==> src/rtl/dmem_arb_pkg.sv <==
// Shared definitions for the data-memory arbiter: state encoding, access-size
// codes, owner encoding and the default DMA hold limit.
package dmem_arb_pkg;

    typedef enum logic [1:0] {
        ST_IDLE    = 2'd0,
        ST_CPU_OWN = 2'd1,
        ST_DMA_OWN = 2'd2
    } arb_state_t;

    localparam logic [1:0] BHW_BYTE = 2'd0;
    localparam logic [1:0] BHW_HALF = 2'd1;
    localparam logic [1:0] BHW_WORD = 2'd2;

    localparam logic OWNER_CPU = 1'b0;
    localparam logic OWNER_DMA = 1'b1;

    localparam int DEFAULT_MAX_HOLD = 4;

    // 32-bit increment that sticks at all-ones instead of wrapping
    function automatic logic [31:0] sat_inc32(input logic [31:0] value);
        sat_inc32 = (value == 32'hFFFF_FFFF) ? value : (value + 32'd1);
    endfunction

endpackage

==> src/rtl/dmem_arb_hold_cnt.sv <==
// Saturating counter of consecutive DMA grants taken while the CPU waits.
// at_limit reflects the count as it will be after this cycle, so the arbiter
// can hand the next cycle to the CPU right after the last allowed DMA grant.
module dmem_arb_hold_cnt #(
    parameter int MAX_HOLD = 4
) (
    input  logic clk,
    input  logic rst_n,
    input  logic clr,
    input  logic inc,
    output logic at_limit
);

    localparam int              CW    = $clog2(MAX_HOLD + 1);
    localparam logic [CW-1:0]   LIMIT = CW'(MAX_HOLD);

    logic [CW-1:0] count_r;
    logic [CW-1:0] count_nxt_s;

    // next count: clear has priority, increment stops at the limit
    always_comb begin
        count_nxt_s = count_r;
        if (clr) begin
            count_nxt_s = '0;
        end else if (inc && (count_r != LIMIT)) begin
            count_nxt_s = count_r + CW'(1);
        end else begin
            count_nxt_s = count_r;
        end
    end

    // count register
    always_ff @(posedge clk or negedge rst_n) begin
        if (!rst_n) begin
            count_r <= '0;
        end else begin
            count_r <= count_nxt_s;
        end
    end

    assign at_limit = (count_nxt_s == LIMIT);

endmodule

==> src/rtl/dmem_arbiter.sv <==
// Arbiter sharing one DataMemory port between the CPU load/store unit and the
// DMA loader. DMA wins contention, but after MAX_HOLD back-to-back DMA grants
// with the CPU waiting the CPU gets one cycle. Grants are the registered state.
// Optional stall statistics: define DMEM_ARBITER_STATS_EN to enable stall_count.
module dmem_arbiter
    import dmem_arb_pkg::*;
#(
    parameter int MAX_HOLD = DEFAULT_MAX_HOLD,
    parameter int AW       = 64
) (
    input  logic          clk,
    input  logic          rst_n,
    input  logic          cpu_req,
    input  logic          cpu_we,
    input  logic [AW-1:0] cpu_addr,
    input  logic [AW-1:0] cpu_wdata,
    input  logic [1:0]    cpu_bhw,
    input  logic          dma_req,
    input  logic          dma_we,
    input  logic [AW-1:0] dma_addr,
    input  logic [AW-1:0] dma_wdata,
    input  logic [1:0]    dma_bhw,
    output logic          cpu_gnt,
    output logic          dma_gnt,
    output logic [AW-1:0] rdata,
    output logic          rdata_valid,
    output logic          rdata_owner,
    output logic          pc_write,
    output logic [AW-1:0] mem_addr,
    output logic [AW-1:0] mem_wdata,
    output logic [1:0]    mem_bhw,
    output logic          mem_we,
    output logic          mem_re,
    input  logic [AW-1:0] mem_rdata,
    output logic [31:0]   stall_count
);

    arb_state_t state_r;
    arb_state_t state_nxt_s;
    logic       ready_r;
    logic       at_limit_s;
    logic       owner_req_s;
    logic       owner_we_s;
    logic       owner_id_s;

    dmem_arb_hold_cnt #(
        .MAX_HOLD (MAX_HOLD)
    ) u_hold_cnt (
        .clk      (clk),
        .rst_n    (rst_n),
        .clr      (state_r != ST_DMA_OWN),
        .inc      ((state_r == ST_DMA_OWN) && cpu_req),
        .at_limit (at_limit_s)
    );

    // ready_r holds off arbitration for the first edge after reset release
    always_ff @(posedge clk or negedge rst_n) begin
        if (!rst_n) begin
            ready_r <= 1'b0;
        end else begin
            ready_r <= 1'b1;
        end
    end

    // next owner from the live requests; DMA preferred unless its hold is used up
    always_comb begin
        state_nxt_s = ST_IDLE;
        if (!ready_r) begin
            state_nxt_s = ST_IDLE;
        end else if (cpu_req && dma_req) begin
            state_nxt_s = at_limit_s ? ST_CPU_OWN : ST_DMA_OWN;
        end else if (dma_req) begin
            state_nxt_s = ST_DMA_OWN;
        end else if (cpu_req) begin
            state_nxt_s = ST_CPU_OWN;
        end else begin
            state_nxt_s = ST_IDLE;
        end
    end

    // ownership state register
    always_ff @(posedge clk or negedge rst_n) begin
        if (!rst_n) begin
            state_r <= ST_IDLE;
        end else begin
            state_r <= state_nxt_s;
        end
    end

    assign cpu_gnt = (state_r == ST_CPU_OWN);
    assign dma_gnt = (state_r == ST_DMA_OWN);

    // memory port mux from the current owner; idle drives an inert port
    always_comb begin
        owner_req_s = 1'b0;
        owner_we_s  = 1'b0;
        owner_id_s  = OWNER_CPU;
        mem_addr    = '0;
        mem_wdata   = '0;
        mem_bhw     = BHW_BYTE;
        case (state_r)
            ST_CPU_OWN: begin
                owner_req_s = cpu_req;
                owner_we_s  = cpu_we;
                owner_id_s  = OWNER_CPU;
                mem_addr    = cpu_addr;
                mem_wdata   = cpu_wdata;
                mem_bhw     = cpu_bhw;
            end
            ST_DMA_OWN: begin
                owner_req_s = dma_req;
                owner_we_s  = dma_we;
                owner_id_s  = OWNER_DMA;
                mem_addr    = dma_addr;
                mem_wdata   = dma_wdata;
                mem_bhw     = dma_bhw;
            end
            ST_IDLE: begin
                owner_req_s = 1'b0;
            end
            default: begin
                owner_req_s = 1'b0;
            end
        endcase
    end

    // a request dropped while owning issues neither a read nor a write
    assign mem_we = owner_req_s & owner_we_s;
    assign mem_re = owner_req_s & ~owner_we_s;

    // capture read data at the end of the grant cycle and flag it for one cycle
    always_ff @(posedge clk or negedge rst_n) begin
        if (!rst_n) begin
            rdata       <= '0;
            rdata_valid <= 1'b0;
            rdata_owner <= OWNER_CPU;
        end else if (mem_re) begin
            rdata       <= mem_rdata;
            rdata_valid <= 1'b1;
            rdata_owner <= owner_id_s;
        end else begin
            rdata_valid <= 1'b0;
        end
    end

    assign pc_write = ~(cpu_req & ~cpu_gnt);

`ifdef DMEM_ARBITER_STATS_EN
    logic [31:0] stall_cnt_r;

    // count cycles in which the CPU is stalled waiting for the port
    always_ff @(posedge clk or negedge rst_n) begin
        if (!rst_n) begin
            stall_cnt_r <= 32'd0;
        end else if (!pc_write) begin
            stall_cnt_r <= sat_inc32(stall_cnt_r);
        end else begin
            stall_cnt_r <= stall_cnt_r;
        end
    end

    assign stall_count = stall_cnt_r;
`else
    assign stall_count = 32'd0;
`endif

endmodule
==> config.mk <==
export PLATFORM = sky130hd
export DESIGN_NAME = dmem_arbiter
export DESIGN_NICKNAME = d
export VERILOG_FILES = /design/src/rtl/dmem_arb_pkg.sv /design/src/rtl/dmem_arb_hold_cnt.sv /design/src/rtl/dmem_arbiter.sv
export SDC_FILE = /design/constraint.sdc
export NUM_CORES = 1
export LEC_CHECK = 0
export ABC_AREA = 1
export BUFFER_PORTS_ARGS = -buffer_cell sky130_fd_sc_hd__buf_2
export CAP_MARGIN = 20
export CORE_AREA = 2 2 222 224
export CTS_CLUSTER_SIZE = 25
export DETAILED_ROUTE_END_ITERATION = 16
export DIE_AREA = 0 0 224 226
export SYNTH_ARGS = -nofsm -noshare
export SYNTH_HDL_FRONTEND = slang
export SYNTH_HIERARCHICAL = 1
export SYNTH_SLANG_ARGS = --single-unit
==> constraint.sdc <==
create_clock -name clk -period 4.4 [get_ports clk]
set_clock_uncertainty 0.1 [all_clocks]
set_input_delay 0.88 -clock clk [delete_from_list [all_inputs] [get_ports clk]]
set_output_delay 0.88 -clock clk [all_outputs]
set_load 0.01 [all_outputs]
=== After elaboration in Yosys (flattened, before gate mapping) ===
Cells that the tools add are included.
W data, S select, Z words.

* Register bits after elaboration: 72
* Bits of input ports: 330
* Output and inout port bits: 233

* Eq/ne operators: 5
* Bitwise operators: 6
* Add/sub/neg operators: 1
* Reductions and logical operators: 3
* Mux-type cells: 14

{| class="wikitable"
|+ Operators with widths
! cell !! number
|-
| $pmux W64 S2 || 2
|-
| $mux W2 || 4
|-
| $mux W3 || 2
|-
| $pmux W1 S2 || 2
|-
| $pmux W2 S2 || 1
|-
| $add A3 B1 Y3 const B || 1
|-
| $and A1 B1 Y1 || 3
|-
| $eq A3 B3 Y1 const B || 1
|-
| $logic_and A1 B1 Y1 || 3
|-
| $mux W1 || 3
|-
| $ne A3 B3 Y1 const B || 1
|-
| $not A1 Y1 || 3
|-
| $eq A2 B1 Y1 const B || 1
|-
| $eq A2 B2 Y1 const B || 1
|-
| $ne A2 B2 Y1 const B || 1
|}

=== Longest topological paths before layout ===
* Depth in word-level cells: 9
* Mapped depth: 11
* Mapped depth without buffers: 11

=== Modules after synthesis ===
Netlist, hierarchy kept.

{| class="wikitable"
|+ Modules (own cells, without submodules)
! module !! times used !! seq. area each (um^2) !! cells an instance !! area an instance (um^2)
|-
| dmem_arbiter || 1 || 1726.7 || 788 || 5022.3
|-
| dmem_arb_hold_cnt || 1 || 75.1 || 27 || 212.7
|}

=== Least setup slack after synthesis ===
OpenSTA, ideal clock, no wires.

* Kind: input -> output
* From: in cpu_req
* To: out mem_we
* Stages: 6
* Data arrival time: 1.538 ns
* Buffers on the path: 2
* Data required time: 3.420 ns
* Setup slack: 1.882 ns
* Cell sequence: nand2_1 > nand2_2 > buf_6 > buf_2 > nand2_1 > nor2_1

* Cells in the longest elaborated chain, start to end: 2

{| class="wikitable"
|+ Ends and longest elaborated chain
! element !! line !! RTL
|-
| start: declaration || dmem_arbiter.sv:13 || <nowiki>input logic cpu_req,</nowiki>
|-
| $pmux W1 S2 || dmem_arbiter.sv:101 || <nowiki>case (state_r)</nowiki>
|-
| $and A1 B1 Y1 || dmem_arbiter.sv:128 || <nowiki>assign mem_we = owner_req_s & owner_we_s;</nowiki>
|-
| end: declaration || dmem_arbiter.sv:32 || <nowiki>output logic mem_we,</nowiki>
|}

Every way passes these cells.

=== Worst setup path in the final report ===
* From: reg state_r[0]
* To: out mem_addr[46]

* Cells in the longest elaborated chain, start to end: 2
* Elaborated cells on any way between the ends: 3
* Those cells by class: 2 x eq/ne; 1 x mux

{| class="wikitable"
|+ Ends and longest elaborated chain
! element !! line !! RTL
|-
| start: declaration || dmem_arbiter.sv:38 || <nowiki>arb_state_t state_r;</nowiki>
|-
| start signal: assignment || dmem_arbiter.sv:86 || <nowiki>state_r <= state_nxt_s;</nowiki>
|-
| $eq A2 B2 Y1 or $eq A2 B1 Y1 (tied branches) || dmem_arbiter.sv:101 ||
|-
| $pmux W64 S2 * || dmem_arbiter.sv:101 ||
|-
| end: declaration || dmem_arbiter.sv:29 || <nowiki>output logic [AW-1:0] mem_addr,</nowiki>
|}

Every way passes the cells marked *; elsewhere a longest branch is shown, timed or not.

==> flow_metrics.py <==
metrics = {
    "run_status": {
        "run_status": "finished clean",
    },
    "power_and_ir_drop": {
        "total_leakage_power_nw": 4.701,
        "p_int_mw": 1.706,
        "post-layout-total-power_mw": 2.681,
        "combinationalPowerShare_pct": 34.9,
        "p_sw_uw": 975.1,
        "clock_power_share_pct": 30.6,
        "share_of_total_power_in_sequential_cells_pct": 34.5,
        "pwr_cell_area_nw_per_um2": 307.3,
        "swShare_pct": 36.37,
        "worst_ir_drop_vdd_mv": 0.1661,
    },
    "floorplanning": {
        "io-pin-count": 563,
        "die_area_um2": 50620,
        "fp-row-count": 81,
        "initial_core_util_pct": 10.83,
        "die_h_um": 226,
        "core_area_um2": 48340,
        "die-width_um": 224,
    },
    "synthesis": {
        "synth_compound_gate_area_share_pct": 12.62,
        "postSynthCellCount": 815,
        "synth_top_family_by_area": "simple AND/OR/NAND/NOR gates",
        "synth_top_area_share_pct": 34.42,
        "yosys.area.top_type": "sky130_fd_sc_hd__dfrtp_1",
        "post_synthesis_instance_area_um2": 5235,
        "share_of_cell_area_taken_by_muxes_after_synthesis_pct": 0,
        "synth_adder_area_share_pct": 1.195,
        "post_synth_xor_area_fraction_pct": 0,
        "yosys_warnings": 6,
        "synth-simple-area-share_pct": 38.41,
        "synthDistinctLibCells": 17,
        "synthTopCellsByArea": "sky130_fd_sc_hd__dfrtp_1 (34%), sky130_fd_sc_hd__nand2_1 (29%), sky130_fd_sc_hd__a21oi_1 (13%)",
        "synth.yosys.seq_area_share_pct": 34.42,
        "synth_area_per_cell_um2": 6.423,
        "postSynthRegisterBits": 72,
    },
    "placement": {
        "buffer_ports.inserted": 530,
        "placement.setup.worst_slack_ns": 1.118,
        "gp_congestion": 0.8980,
        "detailedPlacementHpwl_um": 31840,
    },
    "routing": {
        "detail_route.first_pass.iterations": 6,
        "first_iter_violations": 504,
        "avgRoutedWirePerCell_um": 19.81,
        "viasPerCell": 3.847,
        "drt_wl_total_um": 38210,
        "drt.antenna.violating_nets": 0,
        "via_count": 7421,
        "post-route-drc-count": 0,
    },
    "final_layout": {
        "areaGrowthSynthToFinish_pct": 66.63,
        "layout.nets": 1636,
        "fraction_of_layout_instances_using_a_drive_strength_above_1_pct": 44.33,
        "fillCellCount": 5609,
    },
    "clock_network": {
        "cts.path.max_buffers": 2,
        "numCtsBuffers": 9,
        "worst_skew_pair.late_latency_ns": 0.35,
        "cts_tree": "done",
        "cts_resized": 0,
        "clk_transition_reported_paths_ns": 0.06,
        "clock-sinks": 72,
        "htreeDepth": 3,
        "postCtsSetupRepairBufs": 0,
        "hold_buffers": 0,
        "ctsRootBufferMaster": "sky130_fd_sc_hd__clkbuf_16",
    },
    "setup_path": {
        "crit_type": "reg -> out",
        "timing.critical_path.arrival_ns": 2.67,
        "timing.critical_path.from": "state_r[0]",
        "worst_path_dominant_cell_family": "buffers and inverters",
        "timing.critical_path.cells": "inv_1 -> ha_4 -> buf_12 -> nand2_1 -> a21oi_1 -> buf_2",
        "critPathRequiredTime_ns": 3.42,
        "crit_fanout": 51,
        "worst_setup_path_start_kind": "register",
        "origin_of_the_critical_flop_to_flop_path": "state_r[1]",
        "worstPathBufferInverterCount": 3,
        "setup.worst_path.end_class": "output pin",
        "slowest_stage": "sky130_fd_sc_hd__a21oi_1",
        "cp_slowest_stage_delay_ns": 0.54,
    },
    "global_routing": {
        "grt_remaining_overflow": 0,
        "number_of_antenna_violations_at_the_first_check_in_global_routing": 10,
        "first_global_vias": 6983,
        "grt_util_all_layers_pct": 14.31,
        "grt_pass1_wl_um": 51270,
        "pin_count_of_the_biggest_net_entering_global_routing": 73,
    },
    "timing": {
        "slew_headroom_pct": 50.87,
        "worstMarginPinSlew_ns": 0.7369,
        "sum_of_negative_setup_slack_ns": 0,
        "min_period_ns": 3.655,
        "setup_viol": 0,
        "finalCritPeriodShare_pct": 83.06,
        "maxSlewViolCount": 0,
        "rsz0062_at_grt": "no",
        "fin_hold_ws_ns": 0.3616,
        "setup_slack_ns": 0.7453,
        "report.final.hold_viol_count": 0,
        "timing.fmax_mhz": 273.6,
    },
    "job": {
        "maxCapViolations": 0,
    },
    "worst_hold_path": {
        "min-delay-path-class": "in -> async",
    },
}
[registers in the layout, indices dropped and copies added (netlist names)]
register / flops
u_hold_cnt/count_r: 3
rdata: 64
state_r: 2
ready_r: 1
rdata_valid: 1
rdata_owner: 1
[layout make-up]
cell class | instances | area, um2 | share of cell area [%]
Clock buffer | 9 | 225.2 | 2.582
Tap cell | 622 | 778.2 | 8.921
Inverter | 17 | 63.81 | 0.7315
Sequential cell | 72 | 1802 | 20.65
Clock inverter | 7 | 101.3 | 1.162
Antenna cell | 1 | 2.502 | 0.02869
Multi-Input combinational cell | 652 | 2895 | 33.19
Timing Repair Buffer | 549 | 2855 | 32.73
[per-stage QoR]
stage          util [%]  std cells  area, um2
5_1_grt           18.04       1928       8721
3_3_place_gp      17.31       1911       8367
6_report          18.04       1929       8723
2_1_floorplan         -        846       5351
3_5_place_dp      17.31       1911       8367
4_1_cts           17.98       1927       8693
[Yosys cell counts, drive strengths merged]
cell,number
ha,5
nand4,66
a21oi,132
clkbuf,22
nand2,407
conb,2
inv,17
nand3,7
buf,83
dfrtp,72
nor2,2
[final timing paths]
path                           endpoint  slack, ns  cells past startpoint
max in group asynchronous     rdata[52]       3.25                      2
min in group clk              rdata[49]       0.36                      2
hold / removal                rdata[27]       0.36                      1
setup reg to reg              rdata[14]       1.64                      8
setup / recovery           mem_addr[46]       0.75                      6
hold reg to reg               rdata[49]       0.36                      2
[cell usage in the layout, fill, tap and decap left out]
master                       synthesis  final
sky130_fd_sc_hd__buf_4              37     16
sky130_fd_sc_hd__diode_2             0      1
sky130_fd_sc_hd__ha_1                5      2
sky130_fd_sc_hd__inv_2               3      3
sky130_fd_sc_hd__dfrtp_1            72     72
sky130_fd_sc_hd__a21oi_1           132    132
sky130_fd_sc_hd__inv_6               0      3
sky130_fd_sc_hd__nand2_1           403    403
sky130_fd_sc_hd__buf_16              0      1
sky130_fd_sc_hd__clkinvlp_4          0      2
sky130_fd_sc_hd__ha_4                0      3
sky130_fd_sc_hd__bufinv_16           0      2
sky130_fd_sc_hd__buf_12              0      3
sky130_fd_sc_hd__nand4_1            66     66
sky130_fd_sc_hd__nor2_1              1      1
sky130_fd_sc_hd__inv_1              14     14
sky130_fd_sc_hd__nand2_2             4      4
sky130_fd_sc_hd__nand3_1             4      4
sky130_fd_sc_hd__nor2_2              1      1
sky130_fd_sc_hd__clkbuf_16           0      9
sky130_fd_sc_hd__buf_2              40    529
sky130_fd_sc_hd__nand3_2             3      3
sky130_fd_sc_hd__conb_1              2     33
[power groups by stage]
| stage | sequential (mW) | clock, mW | combinational (mW) |
|---|---|---|---|
| 3_5_place_dp | 0.936 | 0 | 0.944 |
| 2_1_floorplan | 1.03 | 0 | 0.343 |
| 6_report | 0.926 | 0.820 | 0.935 |
| 4_1_cts | 0.925 | 0.857 | 0.945 |
| 3_3_place_gp | 0.928 | 0 | 0.948 |
| 5_1_grt | 0.945 | 0.876 | 1.04 |
[worst reg2reg max path, stage by stage (launching register included)]
cell	delay, ns
sky130_fd_sc_hd__dfrtp_1	0.44
sky130_fd_sc_hd__inv_1	0.11
sky130_fd_sc_hd__ha_4	0.23
sky130_fd_sc_hd__buf_12	0.28
sky130_fd_sc_hd__nand2_1	0.11
sky130_fd_sc_hd__nand2_2	0.37
sky130_fd_sc_hd__buf_4	0.59
sky130_fd_sc_hd__nand4_1	0.31
sky130_fd_sc_hd__nand2_1	0.15
[kinds of logic (layout without fill, tap and decap cells)]
logic type | after synthesis | after routing
AO/OA/AOI/OAI | 132 | 132
adder cells (fa/ha/maj) | 5 | 5
buffers and inverters | 122 | 582
flip-flops | 72 | 72
other | 2 | 34
AND/OR/NAND/NOR | 482 | 482
[metal layers]
metal  GRT usage (%)  share of wire [%]
met4           4.065                2.3
met2           25.48                 49
met3           3.422                8.0
met1           17.05                 40
met5               0               0.16
Power figures use the tool's default switching activity.
